[src/rtl/cpu_pkg.sv]
// Shared definitions for the multi-cycle CPU control path: opcodes, state
// encoding, strobe bundle and default memory timeout.
package cpu_pkg;

    // Instruction opcodes as held in IR[1:0]
    localparam logic [1:0] OP_R  = 2'b00;
    localparam logic [1:0] OP_LW = 2'b01;
    localparam logic [1:0] OP_SW = 2'b10;
    localparam logic [1:0] OP_BR = 2'b11;

    // Default number of cycles to wait for a memory ack
    localparam int unsigned TIMEOUT_DEFAULT = 15;

    // Wait counter width; wide enough for TIMEOUT up to 255
    localparam int unsigned WAIT_W = 8;

    // Sequencer states; encodings are visible on the state output
    typedef enum logic [2:0] {
        StIdle   = 3'd0,
        StFetch  = 3'd1,
        StDecode = 3'd2,
        StExec   = 3'd3,
        StMem    = 3'd4,
        StWb     = 3'd5,
        StError  = 3'd7
    } stateT;

    // Datapath strobes that depend only on state, latched opcode and zero
    typedef struct packed {
        logic pcWrite;
        logic pcSrc;
        logic regDst;
        logic regWrite;
        logic aluSrc;
        logic aluOp;
        logic memRead;
        logic memWrite;
        logic memtoReg;
        logic dmemReq;
    } ctrlStrobesT;

endpackage

[src/rtl/multicycle_ctrl_if.sv]
// Control/handshake bundle between the sequencer and the datapath/memories.
interface multicycle_ctrl_if #(
    parameter int unsigned CNT_W = 16
) ();

    logic             start;
    logic             halt;
    logic [1:0]       opcode;
    logic             zero;
    logic             imem_req;
    logic             imem_ack;
    logic             dmem_req;
    logic             dmem_ack;
    logic             PCWrite;
    logic             PCSrc;
    logic             IRWrite;
    logic             RegDst;
    logic             RegWrite;
    logic             ALUSrc;
    logic             ALUOp;
    logic             MemRead;
    logic             MemWrite;
    logic             MemtoReg;
    logic             busy;
    logic             err;
    logic [2:0]       state;
    logic [CNT_W-1:0] retired;

    // Sequencer side
    modport master (
        input  start, halt, opcode, zero, imem_ack, dmem_ack,
        output imem_req, dmem_req, PCWrite, PCSrc, IRWrite, RegDst, RegWrite,
               ALUSrc, ALUOp, MemRead, MemWrite, MemtoReg, busy, err, state, retired
    );

    // Datapath / memory side
    modport slave (
        output start, halt, opcode, zero, imem_ack, dmem_ack,
        input  imem_req, dmem_req, PCWrite, PCSrc, IRWrite, RegDst, RegWrite,
               ALUSrc, ALUOp, MemRead, MemWrite, MemtoReg, busy, err, state, retired
    );

endinterface

[src/rtl/ctrl_decode.sv]
// Combinational strobe decoder: (state, latched opcode, zero) -> datapath strobes.
// The fetch-side strobes live in the top because they are qualified by the ack.
module ctrl_decode
    import cpu_pkg::*;
(
    input  stateT       state,
    input  logic [1:0]  opQ,
    input  logic        zero,
    output ctrlStrobesT strobes
);

    // Decode strobes per state; everything defaults low
    always_comb begin
        strobes = '0;
        case (state)
            StExec: begin
                unique case (opQ)
                    OP_R: begin
                        strobes.aluSrc = 1'b0;
                        strobes.aluOp  = 1'b1;
                    end
                    OP_LW, OP_SW: begin
                        strobes.aluSrc = 1'b1;
                        strobes.aluOp  = 1'b1;
                    end
                    OP_BR: begin
                        // Subtract-compare; take the branch target only when equal
                        strobes.aluSrc  = 1'b0;
                        strobes.aluOp   = 1'b0;
                        strobes.pcWrite = zero;
                        strobes.pcSrc   = zero;
                    end
                endcase
            end
            StMem: begin
                // Address stays computed and request held until the ack
                strobes.dmemReq  = 1'b1;
                strobes.aluSrc   = 1'b1;
                strobes.aluOp    = 1'b1;
                strobes.memRead  = (opQ == OP_LW);
                strobes.memWrite = (opQ == OP_SW);
            end
            StWb: begin
                strobes.regWrite = 1'b1;
                strobes.regDst   = (opQ == OP_R);
                strobes.memtoReg = (opQ == OP_LW);
            end
            default: ;
        endcase
    end

endmodule

[src/rtl/multicycle_ctrl.sv]
// Multi-cycle instruction sequencer: FETCH/DECODE/EXEC/MEM/WB with memory
// handshakes, timeout detection, halt at instruction boundary and a
// retired-instruction counter.
module multicycle_ctrl
    import cpu_pkg::*;
#(
    parameter int unsigned TIMEOUT = TIMEOUT_DEFAULT,
    parameter int unsigned CNT_W   = 16
) (
    input  logic              clk,
    input  logic              rst_n,
    multicycle_ctrl_if.master bus
);

    localparam logic [WAIT_W-1:0] TimeoutLim = WAIT_W'(TIMEOUT);

    stateT             stateQ, stateD;
    logic [1:0]        opQ, opD;
    logic [WAIT_W-1:0] waitQ, waitD;
    logic [WAIT_W-1:0] waitInc;
    logic              waitHit;
    logic [CNT_W-1:0]  retiredQ, retiredD;
    logic              haltPendQ, haltPendD;
    logic              fetchActive;
    logic              fetchGrant;
    ctrlStrobesT       dec;

    // A pending halt turns the next FETCH into a bubble that returns to IDLE
    assign fetchActive = (stateQ == StFetch) && !haltPendQ;
    assign fetchGrant  = fetchActive && bus.imem_ack;

    // Saturating wait count; reaching the limit this cycle is a timeout unless acked
    assign waitInc = (waitQ >= TimeoutLim) ? TimeoutLim : waitQ + WAIT_W'(1);
    assign waitHit = (waitInc == TimeoutLim);

    // State, opcode latch, wait counter and retire counter registers
    always_ff @(posedge clk or negedge rst_n) begin
        if (!rst_n) begin
            stateQ    <= StIdle;
            opQ       <= OP_R;
            waitQ     <= '0;
            retiredQ  <= '0;
            haltPendQ <= 1'b0;
        end else begin
            stateQ    <= stateD;
            opQ       <= opD;
            waitQ     <= waitD;
            retiredQ  <= retiredD;
            haltPendQ <= haltPendD;
        end
    end

    // Next-state, wait counter and retire logic
    always_comb begin
        stateD   = stateQ;
        opD      = opQ;
        waitD    = '0;
        retiredD = retiredQ;
        case (stateQ)
            StIdle: begin
                if (bus.start) stateD = StFetch;
            end
            StFetch: begin
                if (haltPendQ)         stateD = StIdle;
                else if (bus.imem_ack) stateD = StDecode;
                else if (waitHit)      stateD = StError;
                else                   waitD  = waitInc;
            end
            StDecode: begin
                opD    = bus.opcode;
                stateD = StExec;
            end
            StExec: begin
                unique case (opQ)
                    OP_R:         stateD = StWb;
                    OP_LW, OP_SW: stateD = StMem;
                    OP_BR: begin
                        retiredD = retiredQ + CNT_W'(1);
                        stateD   = StFetch;
                    end
                endcase
            end
            StMem: begin
                if (bus.dmem_ack) begin
                    if (opQ == OP_LW) begin
                        stateD = StWb;
                    end else begin
                        retiredD = retiredQ + CNT_W'(1);
                        stateD   = StFetch;
                    end
                end else if (waitHit) begin
                    stateD = StError;
                end else begin
                    waitD = waitInc;
                end
            end
            StWb: begin
                retiredD = retiredQ + CNT_W'(1);
                stateD   = StFetch;
            end
            StError: stateD = StError;
            default: stateD = StIdle;
        endcase
    end

    // Remember a halt request raised while running until the next boundary
    always_comb begin
        haltPendD = haltPendQ;
        if (stateQ inside {StIdle, StError}) haltPendD = 1'b0;
        else if (bus.halt)                   haltPendD = 1'b1;
        if (stateD == StIdle)                haltPendD = 1'b0;
    end

    ctrl_decode uDecode (
        .state   (stateQ),
        .opQ     (opQ),
        .zero    (bus.zero),
        .strobes (dec)
    );

    assign bus.imem_req = fetchActive;
    assign bus.IRWrite  = fetchGrant;
    assign bus.PCWrite  = fetchGrant | dec.pcWrite;
    assign bus.PCSrc    = dec.pcSrc;
    assign bus.dmem_req = dec.dmemReq;
    assign bus.RegDst   = dec.regDst;
    assign bus.RegWrite = dec.regWrite;
    assign bus.ALUSrc   = dec.aluSrc;
    assign bus.ALUOp    = dec.aluOp;
    assign bus.MemRead  = dec.memRead;
    assign bus.MemWrite = dec.memWrite;
    assign bus.MemtoReg = dec.memtoReg;
    assign bus.busy     = !(stateQ inside {StIdle, StError});
    assign bus.err      = (stateQ == StError);
    assign bus.state    = stateQ;
    assign bus.retired  = retiredQ;

endmodule
[src/flat_wrapper.sv]
// flat-port wrapper written by rule: the top's interface ports become plain ports
module multicycle_ctrl_flat import cpu_pkg::*;
#(
    parameter int unsigned TIMEOUT = TIMEOUT_DEFAULT,
    parameter int unsigned CNT_W   = 16
)
  (clk, rst_n, bus_start, bus_halt, bus_opcode, bus_zero, bus_imem_ack, bus_dmem_ack, bus_imem_req, bus_dmem_req, bus_PCWrite, bus_PCSrc, bus_IRWrite, bus_RegDst, bus_RegWrite, bus_ALUSrc, bus_ALUOp, bus_MemRead, bus_MemWrite, bus_MemtoReg, bus_busy, bus_err, bus_state, bus_retired);
  multicycle_ctrl_if #(.CNT_W(CNT_W)) bus_i ();
  input  logic clk;
  input  logic rst_n;
  input wire logic [$bits(bus_i.start)-1:0] bus_start;
  input wire logic [$bits(bus_i.halt)-1:0] bus_halt;
  input wire logic [$bits(bus_i.opcode)-1:0] bus_opcode;
  input wire logic [$bits(bus_i.zero)-1:0] bus_zero;
  input wire logic [$bits(bus_i.imem_ack)-1:0] bus_imem_ack;
  input wire logic [$bits(bus_i.dmem_ack)-1:0] bus_dmem_ack;
  output wire logic [$bits(bus_i.imem_req)-1:0] bus_imem_req;
  output wire logic [$bits(bus_i.dmem_req)-1:0] bus_dmem_req;
  output wire logic [$bits(bus_i.PCWrite)-1:0] bus_PCWrite;
  output wire logic [$bits(bus_i.PCSrc)-1:0] bus_PCSrc;
  output wire logic [$bits(bus_i.IRWrite)-1:0] bus_IRWrite;
  output wire logic [$bits(bus_i.RegDst)-1:0] bus_RegDst;
  output wire logic [$bits(bus_i.RegWrite)-1:0] bus_RegWrite;
  output wire logic [$bits(bus_i.ALUSrc)-1:0] bus_ALUSrc;
  output wire logic [$bits(bus_i.ALUOp)-1:0] bus_ALUOp;
  output wire logic [$bits(bus_i.MemRead)-1:0] bus_MemRead;
  output wire logic [$bits(bus_i.MemWrite)-1:0] bus_MemWrite;
  output wire logic [$bits(bus_i.MemtoReg)-1:0] bus_MemtoReg;
  output wire logic [$bits(bus_i.busy)-1:0] bus_busy;
  output wire logic [$bits(bus_i.err)-1:0] bus_err;
  output wire logic [$bits(bus_i.state)-1:0] bus_state;
  output wire logic [$bits(bus_i.retired)-1:0] bus_retired;
  assign bus_i.start = bus_start;
  assign bus_i.halt = bus_halt;
  assign bus_i.opcode = bus_opcode;
  assign bus_i.zero = bus_zero;
  assign bus_i.imem_ack = bus_imem_ack;
  assign bus_i.dmem_ack = bus_dmem_ack;
  assign bus_imem_req = bus_i.imem_req;
  assign bus_dmem_req = bus_i.dmem_req;
  assign bus_PCWrite = bus_i.PCWrite;
  assign bus_PCSrc = bus_i.PCSrc;
  assign bus_IRWrite = bus_i.IRWrite;
  assign bus_RegDst = bus_i.RegDst;
  assign bus_RegWrite = bus_i.RegWrite;
  assign bus_ALUSrc = bus_i.ALUSrc;
  assign bus_ALUOp = bus_i.ALUOp;
  assign bus_MemRead = bus_i.MemRead;
  assign bus_MemWrite = bus_i.MemWrite;
  assign bus_MemtoReg = bus_i.MemtoReg;
  assign bus_busy = bus_i.busy;
  assign bus_err = bus_i.err;
  assign bus_state = bus_i.state;
  assign bus_retired = bus_i.retired;
  multicycle_ctrl #(.TIMEOUT(TIMEOUT), .CNT_W(CNT_W)) u_core (.clk(clk), .rst_n(rst_n), .bus(bus_i));
endmodule
[config.mk]
export PLATFORM = sky130hd
export DESIGN_NAME = multicycle_ctrl_flat
export DESIGN_NICKNAME = d
export VERILOG_FILES = /design/src/rtl/cpu_pkg.sv /design/src/rtl/multicycle_ctrl_if.sv /design/src/rtl/ctrl_decode.sv /design/src/rtl/multicycle_ctrl.sv /design/src/flat_wrapper.sv
export SDC_FILE = /design/constraint.sdc
export NUM_CORES = 1
export LEC_CHECK = 0
export ABC_AREA = 1
export ABC_CLOCK_PERIOD_IN_PS = 1900
export CORE_ASPECT_RATIO = 1.5
export CORE_UTILIZATION = 44
export DETAILED_ROUTE_END_ITERATION = 10
export PLACE_DENSITY = 0.75
export SETUP_SLACK_MARGIN = 0.2
export SLEW_MARGIN = 15
export SYNTH_ARGS = -nofsm -noshare
export SYNTH_HDL_FRONTEND = slang
export SYNTH_SLANG_ARGS = --single-unit
[constraint.sdc]
create_clock -name clk -period 1.9 [get_ports clk]
set_clock_uncertainty 0.2 [all_clocks]
set_input_delay 0.19 -clock clk [delete_from_list [all_inputs] [get_ports clk]]
set_output_delay 0.19 -clock clk [all_outputs]
set_load 0.03 [all_outputs]
Yosys cells after proc, flatten, opt, wreduce, memory -nomap -nowiden
Cells that the tools add are included.
{"block": "totals", "ff_bits": 30, "in_bits": 9, "output_inout_bits": 33}
{"block": "op_classes", "n_addsub": 2, "n_lt_le_gt_ge": 1, "eq_ne": 13, "mux": 29, "bitwise": 1, "reduce_logical": 12}
{"cell": "$mux 16", "count": 3}
{"cell": "$pmux 16 s3", "count": 1}
{"cell": "$mux 8", "count": 5}
{"cell": "$pmux 3 s7", "count": 1}
{"cell": "$mux 3", "count": 6}
{"cell": "$add 16x1->16 const B", "count": 1}
{"cell": "$pmux 8 s2", "count": 1}
{"cell": "$eq 3x3->1 const B", "count": 3}
{"cell": "$pmux 3 s3", "count": 1}
{"cell": "$add 8x1->8 const B", "count": 1}
{"cell": "$eq 8x4->1 const B", "count": 1}
{"cell": "$ge 8x4->1 const B", "count": 1}
{"cell": "$mux 2", "count": 4}
{"cell": "$eq 3x2->1 const B", "count": 2}
{"cell": "$logic_not 3->1", "count": 2}
{"cell": "$pmux 2 s3", "count": 1}
{"cell": "$reduce_bool 3->1", "count": 2}
{"cell": "$mux 1", "count": 5}
{"cell": "$eq 2x2->1 const B", "count": 2}
{"cell": "$ne 2x2->1 const B", "count": 2}
{"cell": "$pmux 2 s2", "count": 1}
{"cell": "$reduce_and 4->1", "count": 1}
{"cell": "$eq 3x1->1 const B", "count": 1}
{"cell": "$eq 2x1->1 const B", "count": 1}
{"cell": "7 further kinds", "count": 9}

Depth between registers and ports, before layout
Gate-level depths: netlist (run 1).
{"block": "logic_depth", "ltp_word": 9, "depth_mapped": 12, "depth_no_buf": 12}

Modules after synthesis
A second synthesis (run 1) with hierarchy kept.
{"block": "unflattened", "cells_unflattened": 222, "area_unflattened_um2": 1752.9}
{"module": "multicycle_ctrl", "n_inst": 1, "cells_each": 192, "area_per_inst_um2": 1584.0, "seq_area_each_um2": 750.7}
{"module": "ctrl_decode", "n_inst": 1, "cells_each": 30, "area_per_inst_um2": 168.9, "seq_area_each_um2": 0.0}

Worst setup path after synthesis (run 1)
No wires, ideal clock.
{"block": "synth_timing", "kind": "register -> register", "startpoint": "register u_core.stateQ[2] (netlist: u_core.bus.state[2])", "endpoint": "register u_core.haltPendQ", "setup_time_ps": 79, "arrival_time_ps": 1893, "setup_slack_ps": -271, "path_stages_with_launch": 10, "n_path_buf": 0, "cell_sequence": "dfrtp_1 > inv_2 > nand3_1 > nor2_2 > inv_1 > nor2_2 > nor3b_1 > nand2_1 > nor2_1 > a21oi_1"}
{"block": "synth_via", "elab_cells_between_ends": 18, "classes_between": "eq/ne: 6; mux: 8; reduce/logical: 4"}
{"item": "start: declaration", "line_no": "multicycle_ctrl.sv:17", "source": "stateT stateQ, stateD;"}
{"item": "start signal: assignment", "line_no": "multicycle_ctrl.sv:39", "source": "stateQ <= StIdle;"}
{"item": "start signal: assignment", "line_no": "multicycle_ctrl.sv:45", "source": "stateQ <= stateD;"}
{"item": "$eq 3x3->1 (tied with other cells)", "line_no": "multicycle_ctrl.sv:59", "source": "case (stateQ)"}
{"item": "$pmux 3 s7 (*)", "line_no": "multicycle_ctrl.sv:59"}
{"item": "via u_core.stateD[1]", "line_no": "multicycle_ctrl.sv:17"}
{"item": "$logic_not 3->1 (*)", "line_no": "multicycle_ctrl.sv:111", "source": "if (stateD == StIdle) haltPendD = 1'b0;"}
{"item": "$reduce_bool 3->1 (no line) or $mux 1 (tied branches)"}
{"item": "end signal: assignment", "line_no": "multicycle_ctrl.sv:49", "source": "haltPendQ <= haltPendD;"}
{"item": "end: declaration", "line_no": "multicycle_ctrl.sv:23", "source": "logic haltPendQ, haltPendD;"}
Mark *: on every way through the listed nets, which the timed path passes. The rest lies on a longest branch.
A chain may end at the register's enable or synchronous reset.

Worst setup path after layout (run 1)
{"block": "layout_timing", "startpoint": "register u_core.stateQ[0] (netlist: u_core.bus.state[0])", "endpoint": "output port bus_PCWrite"}
{"block": "layout_via", "elab_chain_len": 4, "elab_cells_between_ends": 6, "classes_between": "eq/ne: 2; mux: 1; bitwise: 1; reduce/logical: 2"}
{"item": "$eq 3x1->1", "line_no": "multicycle_ctrl.sv:29", "source": "assign fetchActive = (stateQ == StFetch) && !haltPendQ;"}
{"item": "$logic_and 1x1->1", "line_no": "multicycle_ctrl.sv:29"}
{"item": "$logic_and 1x1->1", "line_no": "multicycle_ctrl.sv:30", "source": "assign fetchGrant = fetchActive && bus.imem_ack;"}
{"item": "$or 1x1->1 (*)", "line_no": "multicycle_ctrl.sv:123", "source": "assign bus.PCWrite = fetchGrant | dec.pcWrite;"}
{"item": "end: declaration", "line_no": "flat_wrapper.sv:19", "source": "output wire logic [$bits(bus_i.PCWrite)-1:0] bus_PCWrite;"}
Every way passes the cells marked *; elsewhere a longest branch is shown, timed or not.

==> results of run 1 <==
[registers in the layout (all words and copies together) (netlist names)]
| signal | cells |
|---|---|
| u_core.bus.retired | 16 |
| u_core.bus.state | 3 |
| u_core.waitQ | 8 |
| u_core.haltPendQ | 1 |
| u_core.opQ | 2 |
[area by class of cell]
type | instances | area, sq um
clock inverter | 1 | 5.00
inverter | 34 | 154
multi-input combinational | 135 | 943
tap | 43 | 53.8
timing repair buffer | 66 | 578
fill | 283 | 1100
sequential | 30 | 757
clock buffer | 7 | 86.3
[worst max path at each step]
stage,startpoint,end,cells past startpoint
after floorplan,u_core.bus.state[1]$_DFF_PN0_,u_core.haltPendQ$_DFFE_PN0P_,9
after global placement,bus_dmem_ack,u_core.bus.retired[13]$_DFFE_PN0P_,9
after detailed placement,bus_dmem_ack,u_core.bus.retired[9]$_DFFE_PN0P_,9
after CTS,u_core.bus.state[0]$_DFF_PN0_,bus_PCWrite,7
after global routing,u_core.bus.state[1]$_DFF_PN0_,u_core.bus.retired[13]$_DFFE_PN0P_,13
final,u_core.bus.state[0]$_DFF_PN0_,bus_PCWrite,7
[routing by layer]
metal,part of all wire [%],up-vias,global-route usage [%]
li1,-,757,-
met3,4.2,8,4.26
met1,38,699,23.4
met5,0,-,0
met2,56,52,36.2
met4,1.8,0,10.8
[timing repair]
action                                  in CTS  in global routing
gates resized for setup                     60                 39
pin swaps                                   10                 12
setup buffers                               12                  5
endpoints found under the setup margin      43                 34
hold endpoints to repair                     0                  0
[through the flow]
step / worst slack, ns / util, % / area [sq um] / hold WS [ns]
after detailed placement: 0.0483 / 61.3 / 2260 / 0.289
after global placement: 0.0537 / 61.3 / 2260 / 0.282
after CTS: 0.0648 / 67.1 / 2470 / 0.0999
after global routing: 0.00941 / 70.0 / 2580 / 0.122
final: 0.0936 / 70.0 / 2580 / 0.0945
after floorplan: 0.0583 / - / 1750 / -0.306
[power breakdown]
group / internal [mW] / switching [mW] / total [mW]
combinational: 0.0239 / 0.0311 / 0.0549
sequential: 0.645 / 0.00372 / 0.649
clock: 0.291 / 0.227 / 0.519
[logic make-up (layout without fill, tap and decap cells)]
group                      after synthesis  after routing  synth area share [%]
buffers and inverters                   34            108                  8.12
adders and majority gates                7              7                  5.17
xor gates and xnor gates                16             16                  8.27
and+or+nand+nor                         90             90                  27.0
DFF                                     30             30                  44.3
other                                    1              4                 0.221
AOI/OAI and AO/OA                       18             18                  6.94
[cells in the final DEF (no fill, tap or decap), types with 6 or more instances in the layout]
| master | instances |
|---|---|
| xor2_1 | 9 |
| nor2_4 | 6 |
| dlygate4sd2_1 | 19 |
| buf_4 | 27 |
| clkbuf_8 | 6 |
| nor2_2 | 6 |
| xnor2_1 | 6 |
| inv_1 | 23 |
| nor2_1 | 10 |
| buf_6 | 11 |
| nand2_2 | 7 |
| nand2_1 | 37 |
| a21oi_1 | 7 |
| dfrtp_1 | 25 |
| clkdlybuf4s50_1 | 8 |
| nand3_1 | 6 |
==> metrics.yaml, run 1 <==
worst_hold_path:
  hp-class: "in -> async"
power_and_ir_drop:
  leakage_nw: 1.32
  power.total_mw: 1.22
  cellPowerDensity_mw_per_mm2: 474
  ir_drop_mv: 0.545
synthesis:
  yosysSeqAreaShare_pct: 44.3
  synth_ff_type: "dfrtp_1"
  synthTopCellsByArea: "dfrtp_1, nand2_1, inv_1"
  netlist_area_sq_mm: 0.00170
  ys_warn_count: 0
  synthCells: 196
  synth_top_area_share_pct: 44.3
  async_reset_ff_share_pct: 100
  ys_ff_latch: 30
  synth_edf_count: 0
  synth.top_cells.by_count: "nand2_1, dfrtp_1, inv_1, nor2_1"
  synth_most_common_cell: "nand2_1"
  synth_largest_area_cell: "dfrtp_1"
  ys_types: 32
  postSynthAreaPerCell_sq_um: 8.65
placed_design:
  io_buffers: 41
  dp_cells: 291
  routabilityCongestion: 0.793
  hpwlAfterDp_um: 2590
critical_path:
  path_delay_family: "buffers and inverters"
  crit_slowest_cell: "dfrtp_2"
  crit_required_ns: 1.51
  start_kind: "register"
  r2r_end: "u_core.bus.retired[9]$_DFFE_PN0P_"
  worstSetupPathType: "reg -> out"
  end_kind: "output port"
  cp.arrival_ns: 1.42
  r2r_slack_ns: 0.10
  worstRegToRegCells: 11
  cp_slowest_stage_delay_ns: 0.41
  critPathMaxFanout: 5
  reg2reg_from: "u_core.bus.state[1]$_DFF_PN0_"
  cp_cell_sequence: "buf_4 > nand3_2 > nor2_4 > buf_4 > inv_4 > o22ai_2 > buf_6"
  worst_path_most_repeated_cell: "buf_4"
  worst-path-buf-inv: 4
flow_run:
  maxCapViolations: 0
clocking:
  cts_root_buf: "clkbuf_8"
  cts_hold_buf: 0
  numCtsBuffers: 5
  clock_sinks: 30
  clock_latency_ns: 0.28
  clockBufferDepth: 2
  h-tree-depth: 2
  cts_tree: "yes"
  clk_pin_slew_worst_paths_ns: 0.06
route:
  post_drt_via_cell_ratio: 4.80
  drtIter0Drc: 27
  routed_wirelength_um: 3920
  vias: 1516
  ant_nets: 0
  wl_per_cell_um: 12.4
  first_pass_iters: 4
  drc: 0
grt:
  grt_pass1_wl_um: 6290
  antenna_found_initial: 0
  grt_pass1_vias: 1471
  gr-usage-all-layers_pct: 21.0
  grt_start_max_net_pins: 31
  grt-ovfl-total: 0
floorplan:
  fp.dieW_um: 52.7
  start_util_pct: 46.0
  core_sq_mm: 0.00368
  io_pins: 42
  rows: 27
  die-area_sq_mm: 0.00411
  die_height_um: 78.0
sta:
  maxClockFrequency_mhz: 554
  hold_viol: 0
  fin_setup_tns_ns: 0
  drv_slew: 0
  finalCritPeriodShare_pct: 95.1
  finalSetupViolations: 0
  rsz0062_at_grt: "yes"
  fin_crit_ns: 1.81
final_layout:
  diodes: 0
  nNetsFinal: 288
  drive_above_1_share_pct: 38.5
  syn2layout_area_growth_pct: 52.0
  instances_no_fill: 316
outcome:
  status: "complete, no violations"
Note: power is estimated with default switching activity, not from simulation.
==> run 2, diff against run 1 <==
--- a/config.mk
+++ b/config.mk
@@ -5,14 +5,13 @@
 export SDC_FILE = /design/constraint.sdc
 export NUM_CORES = 1
 export LEC_CHECK = 0
-export ABC_AREA = 1
+export ABC_AREA = 0
 export ABC_CLOCK_PERIOD_IN_PS = 1900
 export CORE_ASPECT_RATIO = 1.5
-export CORE_UTILIZATION = 44
+export CORE_UTILIZATION = 43
 export DETAILED_ROUTE_END_ITERATION = 10
-export PLACE_DENSITY = 0.75
+export PLACE_DENSITY_LB_ADDON = 0.05
 export SETUP_SLACK_MARGIN = 0.2
-export SLEW_MARGIN = 15
 export SYNTH_ARGS = -nofsm -noshare
 export SYNTH_HDL_FRONTEND = slang
 export SYNTH_SLANG_ARGS = --single-unit
==> run 2 against run 1 <==
Compared with the run above:
- the run now ends with setup timing left
- synthesized cell count is 20% lower
- maximum frequency shrank 9.9%
- largest cell class unchanged
- clock power is 19% higher
- setup slack got worse by 0.20 ns
- global-route usage up 2.8 points
- largest power group is now combinational cells
- clock-buffer cell count shrank 2
- wire length grew 13%
==> metrics.yaml, run 2 <==
power_and_ir_drop:
  leakage_nw: 1.34  # +1.9%
  sw_frac_of_total_pct: 41.4  # +20 points
  ir_drop_mv: 0.881  # +62%
  power.total_mw: 4.11  # +240%
  p_sw_mw: 1.70  # +550%
  cellPowerDensity_mw_per_mm2: 1470  # +210%
  power_frac_clock_pct: 15.1  # -27 points
  p_seq_share_pct: 22.6  # -31 points
  p_int_mw: 2.41  # +150%
  combPwrFrac_pct: 62.3  # +58 points
critical_path:
  r2r_slack_ns: -0.05  # -0.15 ns
  r2r_end: "u_core.haltPendQ$_DFFE_PN0P_"
  end_kind: "output port"
  cp_slowest_stage_delay_ns: 0.41  # about the same
  cp_cell_sequence: "buf_6 > and2_4 > nand3b_1 > buf_4 > nor2_2 > or2_4 > buf_6"
  reg2reg_from: "u_core.bus.state[0]$_DFF_PN0_"
  worstSetupPathType: "reg -> out"
  crit_slowest_cell: "dfrtp_2"
  start_kind: "register"
  path_delay_family: "simple AND/OR/NAND/NOR gates"
  crit_required_ns: 1.51  # about the same
  critPathMaxFanout: 5  # unchanged
  cp.arrival_ns: 1.62  # +0.20 ns
  worstRegToRegCells: 8  # -3
  worst_path_most_repeated_cell: "buf_6"
  worst-path-buf-inv: 3  # -1
final_layout:
  seq_area_sq_um: 759  # +0.33%
  final_common_cell: "buf_4"
  stdcell_area_sq_mm: 0.00280  # +8.7%
  multi_input_area_sq_mm: 0.00107  # +13%
  syn2layout_area_growth_pct: 78.6
  instances_no_fill: 292  # -7.6%
  final.fill_count: 203  # -28%
  mostFrequentLayoutCells: "buf_4, buf_6, dfrtp_1, dlygate4sd2_1"
  diodes: 0  # unchanged
  largest_register_ffs: 16  # unchanged
  nNetsFinal: 265  # -8.0%
  drive_above_1_share_pct: 51.6  # +13 points
synthesis:
  synth_most_common_cell: "dfrtp_1"
  synthCells: 156  # -20%
  async_reset_ff_share_pct: 100  # unchanged
  synth.top_cells.by_count: "dfrtp_1, nand2_1, xnor2_1, inv_1, nand3_1"
  postSynthAreaPerCell_sq_um: 10.1  # +16%
  synth_top_area_share_pct: 47.8  # +3.6 points
  netlist_area_sq_mm: 0.00157  # -7.5%
  synthTopCellsByArea: "dfrtp_1, xnor2_1, ha_1"
  ys_types: 38  # +19%
  ys_ff_latch: 30  # unchanged
  yosysSeqAreaShare_pct: 47.8  # +3.6 points
  synth_largest_area_cell: "dfrtp_1"
  synth_ff_type: "dfrtp_1"
  synth_edf_count: 0  # unchanged
  ys_warn_count: 0  # unchanged
route:
  drtIter0Drc: 19  # -30%
  first_pass_iters: 4  # unchanged
  routed_wirelength_um: 4410  # +13%
  drc: 0  # unchanged
  vias: 1555  # +2.6%
  wl_per_cell_um: 15.1  # +22%
  post_drt_via_cell_ratio: 5.33  # +11%
  ant_nets: 0  # unchanged
floorplan:
  die-area_sq_mm: 0.00390  # -5.1%
  rows: 26  # -3.7%
  die_height_um: 76.0  # -2.6%
  start_util_pct: 45.5  # -0.54 points
  core_sq_mm: 0.00345  # -6.4%
  io_pins: 42  # unchanged
  fp.dieW_um: 51.3  # -2.6%
clocking:
  clock_latency_ns: 0.28  # about the same
  cts_hold_buf: 0  # unchanged
  h-tree-depth: 2  # unchanged
  cts_tree: "yes"
  numCtsBuffers: 5  # unchanged
  clk_pin_slew_worst_paths_ns: 0.07  # about the same
  clockBufferDepth: 2  # unchanged
  cts_root_buf: "clkbuf_8"
  clock_sinks: 30  # unchanged
sta:
  finalCritPeriodShare_pct: 106  # +10 points
  fin_crit_ns: 2.01  # +0.199 ns
  maxClockFrequency_mhz: 499  # -9.9%
  fin_hold_ws_ns: 0.0956  # +0.00116 ns
  hold_viol: 0  # unchanged
  rsz0062_at_grt: "yes"
  finalSetupViolations: 4  # +4
  drv_slew: 0  # unchanged
  fin_setup_tns_ns: -0.231  # -0.231 ns
  timing.final.ws_setup_ns: -0.105  # -0.199 ns
grt:
  grt_pass1_vias: 1583  # +7.6%
  gr-usage-all-layers_pct: 23.8  # +2.8 points
  antenna_found_initial: 0  # unchanged
  grt_pass1_wl_um: 6950  # +10%
  grt_start_max_net_pins: 31  # unchanged
  grt-ovfl-total: 0  # unchanged
placed_design:
  routabilityCongestion: 0.819  # +3.2%
  dp_cells: 259  # -11%
  hpwlAfterDp_um: 2640  # +1.9%
  io_buffers: 41  # unchanged
  dpl_cell_area_sq_mm: 0.00223  # -1.0%
outcome:
  violations: "setup timing"
  status: "finished with violations"
worst_hold_path:
  hp-class: "in -> async"
flow_run:
  maxCapViolations: 0  # unchanged
==> run 2: changes by cell type after synthesis, sizes merged, moves of 4 or more <==
cell   previous run  this run
and3              0         6
nand2            50        15
xnor2             7        11
inv              33        10
nor2             22         7
==> run 2: logic make-up after synthesis <==
family / Yosys count / share of synthesized area (%)
xor gates and xnor gates: 17 / 9.49
muxes: 1 / 0.718
AOI/OAI and AO/OA: 25 / 10.2
buffers and inverters: 13 / 3.51
DFF: 30 / 47.8
and+or+nand+nor: 62 / 22.4
adders and majority gates: 7 / 5.58
other: 1 / 0.239
==> run 2: worst max-delay path by stage <==
stage | endpoint | slack, ns | cells after the start | start
final | bus_PCWrite | -0.11 | 7 | u_core.bus.state[0]$_DFF_PN0_
after detailed placement | u_core.haltPendQ$_DFFE_PN0P_ | -0.06 | 6 | bus_imem_ack
after CTS | bus_PCWrite | -0.07 | 7 | u_core.bus.state[0]$_DFF_PN0_
after global placement | u_core.haltPendQ$_DFFE_PN0P_ | -0.04 | 6 | bus_imem_ack
after global routing | bus_PCWrite | -0.16 | 7 | u_core.bus.state[0]$_DFF_PN0_
after floorplan | bus_PCWrite | 0.05 | 4 | u_core.bus.state[1]$_DFF_PN0_
==> run 2: per-layer routing <==
layer / global-route usage, % / up-vias / wire (um)
met5: 0 / - / 0
met2: 42.8 / 47 / 2430
li1: - / 726 / -
met4: 13.8 / 0 / 178
met1: 23.8 / 769 / 1600
met3: 5.59 / 13 / 194
==> run 2: worst register-to-register path, cell delays in order, from the launching register on <==
cell      delay [ns]
dfrtp_2         0.41
buf_6           0.13
buf_4           0.13
nand2b_4        0.08
buf_6           0.10
nand3b_1        0.10
a21oi_1         0.07
a311o_1         0.34
o31a_1          0.27
==> run 2: power by group through the flow <==
stage          combinational [mW]  clock [mW]  sequential, mW
2_1_floorplan               0.958           0            1.08
3_3_place_gp                 1.73           0           0.981
3_5_place_dp                 1.75           0           0.985
4_1_cts                      2.33       0.638           0.920
5_1_grt                      2.71       0.669           0.945
6_report                     2.56       0.620           0.931
==> run 2: area by class of cell <==
class                      count  share of cell area, %
timing repair buffer          86                   27.5
tap                           42                   1.87
multi-input combinational    116                   38.2
clock buffer                   5                   2.46
clock inverter                 3                   1.43
inverter                      10                   1.52
sequential                    30                   27.1
==> run 2: timing repair <==
action                     CTS  global route
buffers inserted            19             6
setup endpoints to repair   55            37
pin swaps                   23            13
resized for setup          101            21
==> run 2: stage by stage <==
step	setup WS, ns	util (%)
3_5_place_dp	-0.0601	64.8
2_1_floorplan	0.0544	-
5_1_grt	-0.158	81.3
3_3_place_gp	-0.0437	64.8
4_1_cts	-0.0688	78.1
6_report	-0.105	81.3
==> run 3, diff against run 2 <==
==> constraint.sdc (replaced) <==
create_clock -name clk -period 1.9 [get_ports clk]
set_clock_uncertainty 0.2 [all_clocks]
set_input_delay 0.475 -clock clk [delete_from_list [all_inputs] [get_ports clk]]
set_output_delay 0.475 -clock clk [all_outputs]
set_load 0.01 [all_outputs]
==> run 3 against run 2 <==
Compared with the run above:
- non-clock buffer count rose by 21
- the flow still finishes with violations (setup timing)
- highest routed layer unchanged
- clock-buffer cell count rose by 3
- flip-flop and latch count did not move
- largest power group unchanged
- setup slack got worse by 0.17 ns
- power rose by 14%
==> metrics.yaml, run 3 (synthesis results as in run 2) <==
outcome:
  status: "finished with violations"
  violations: "setup timing"
route:
  wl_met3_um: 449  # +130%
  first_pass_iters: 4  # unchanged
  drc: 0  # unchanged
  post_drt_via_cell_ratio: 5.71  # +7.2%
  ant_nets: 0  # unchanged
  wirelength_met1_um: 2250  # +41%
  wl_met2_um: 3680  # +51%
  vias: 1787  # +15%
  routed.top_layer: "met4"
  drtIter0Drc: 55  # +36
  routed_wirelength_um: 6780  # +54%
  wl_per_cell_um: 21.7  # +44%
sta:
  finalSetupViolations: 37  # +33
  rsz0062_at_grt: "yes"
  drv_slew: 0  # unchanged
  hold_viol: 0  # unchanged
  maxClockFrequency_mhz: 460  # -7.7%
  fin_setup_tns_ns: -4.58  # -4.35 ns
  timing.final.ws_setup_ns: -0.273  # -0.168 ns
  finalCritPeriodShare_pct: 114  # +8.8 points
  fin_crit_ns: 2.17  # +0.168 ns
critical_path:
  worst_path_most_repeated_cell: "buf_6"
  start_kind: "register"
  cp.arrival_ns: 1.50  # -0.12 ns
  critPathMaxFanout: 4  # -1
  end_kind: "output port"
  cp_cell_sequence: "buf_6 > nand3b_1 > nor2_2 > or2_4 > buf_6"
  cp_slowest_stage_delay_ns: 0.45  # +0.04 ns
  crit_slowest_cell: "dfrtp_1"
  worstSetupPathType: "reg -> out"
  crit_required_ns: 1.22  # -0.29 ns
floorplan:
  core_sq_mm: 0.00345  # unchanged
  rows: 26  # unchanged
  io_pins: 42  # unchanged
  fp.dieW_um: 51.3  # unchanged
  die-area_sq_mm: 0.00390  # unchanged
  die_height_um: 76.0  # unchanged
  start_util_pct: 45.5  # unchanged
placed_design:
  io_buffers: 41  # unchanged
  dpl_cell_area_sq_mm: 0.00233  # +4.2%
  hpwlAfterDp_um: 2960  # +12%
  routabilityCongestion: 0.797  # -2.7%
clocking:
  clk_pin_slew_worst_paths_ns: 0.07  # about the same
  cts_root_buf: "clkbuf_8"
  h-tree-depth: 2  # unchanged
  numCtsBuffers: 5  # unchanged
  cts_tree: "yes"
  clock_sinks: 30  # unchanged
  clock_latency_ns: 0.29  # about the same
  clockBufferDepth: 2  # unchanged
final_layout:
  final.fill_count: 107  # -47%
  nNetsFinal: 286  # +7.9%
  largest_register_ffs: 16  # unchanged
  diodes: 0  # unchanged
  syn2layout_area_growth_pct: 105
  final_common_cell: "buf_4"
  drive_above_1_share_pct: 62.0  # +10 points
  multi_input_area_sq_mm: 0.00127  # +19%
  seq_area_sq_um: 756  # -0.49%
  mostFrequentLayoutCells: "buf_4, buf_6, dfrtp_1, dlygate4sd2_1, nand2_1"
  stdcell_area_sq_mm: 0.00322  # +15%
grt:
  grt_pass1_vias: 1804  # +14%
  antenna_found_initial: 0  # unchanged
  gr-usage-all-layers_pct: 29.9  # +6.1 points
  grt_start_max_net_pins: 31  # unchanged
  grt-ovfl-total: 0  # unchanged
  grt_pass1_wl_um: 8510  # +23%
worst_hold_path:
  hp-class: "reg -> reg"
power_and_ir_drop:
  cellPowerDensity_mw_per_mm2: 1450  # -1.2%
  ir_drop_mv: 1.30  # +48%
  leakage_nw: 1.55  # +16%
flow_run:
  maxCapViolations: 0  # unchanged
-- run 3: cell types whose count changed in the layout (fill, tap and decap cells not counted), moves of 4 or more --
cell / change
buf_2: +6
buf_4: +4
buf_6: +14
clkdlybuf4s15_1: +5
dlygate4sd2_1: -6
nand3_4: +4
xnor2_1: -7
xnor2_2: +7
-- run 3: path summary, 6_finish.rpt --
path	startpoint	endpoint	slack, ns	depth (start not counted)
max	u_core.bus.state[2]$_DFF_PN0_	bus_PCWrite	-0.27	5
min reg2reg	u_core.bus.retired[12]$_DFFE_PN0P_	u_core.bus.retired[12]$_DFFE_PN0P_	0.29	1
max in group asynchronous	rst_n	u_core.bus.retired[6]$_DFFE_PN0P_	0.83	2
min in group asynchronous	rst_n	u_core.waitQ[1]$_DFF_PN0_	0.37	2
min	u_core.bus.retired[12]$_DFFE_PN0P_	u_core.bus.retired[12]$_DFFE_PN0P_	0.29	1
max reg2reg	u_core.bus.state[2]$_DFF_PN0_	u_core.haltPendQ$_DFFE_PN0P_	-0.21	7
-- run 3: area by class of cell --
type | count | share of cell area, %
Clock buffer | 8 | 3.42
Multi-Input combinational cell | 116 | 39.6
Tap cell | 42 | 1.63
Timing Repair Buffer | 107 | 30.3
Sequential cell | 30 | 23.5
Inverter | 10 | 1.55
-- run 3: where the power goes --
part	switching [mW]	internal, mW
registers	0.150	0.771
clock network	0.243	0.365
logic	1.48	1.66
-- run 3: what timing repair did --
item | CTS | global route
setup buffers | 19 | 13
endpoints found under the hold margin | 0 | 0
gates resized for setup | 175 | 52
setup endpoints to repair | 57 | 45
hold buffers | 0 | 0
pin swaps | 34 | 26
-- run 3: metal layers --
layer	vias to the layer above	GRT usage [%]
li1	768	-
met1	872	30.6
met2	113	54.2
met3	34	5.39
met4	0	17.0
met5	-	0
-- run 3: critical path, delay by kind of cell (launching register included) --
family | cells | cell delay, ns
simple gates | 3 | 0.49
buf+inv | 2 | 0.26
flops | 1 | 0.45
-- run 3: per-stage QoR --
step | utilization, % | total power [mW] | std cells | setup slack, ns | hold WS (ns)
after floorplan | - | 1.70 | 159 | 0.0963 | -0.0206
after global placement | 67.5 | 2.61 | 273 | -0.522 | 0.266
after detailed placement | 67.5 | 2.66 | 273 | -0.520 | 0.269
after CTS | 83.9 | 3.99 | 300 | -0.198 | 0.272
after global routing | 93.4 | 4.84 | 313 | -0.290 | 0.315
final | 93.4 | 4.67 | 313 | -0.273 | 0.290
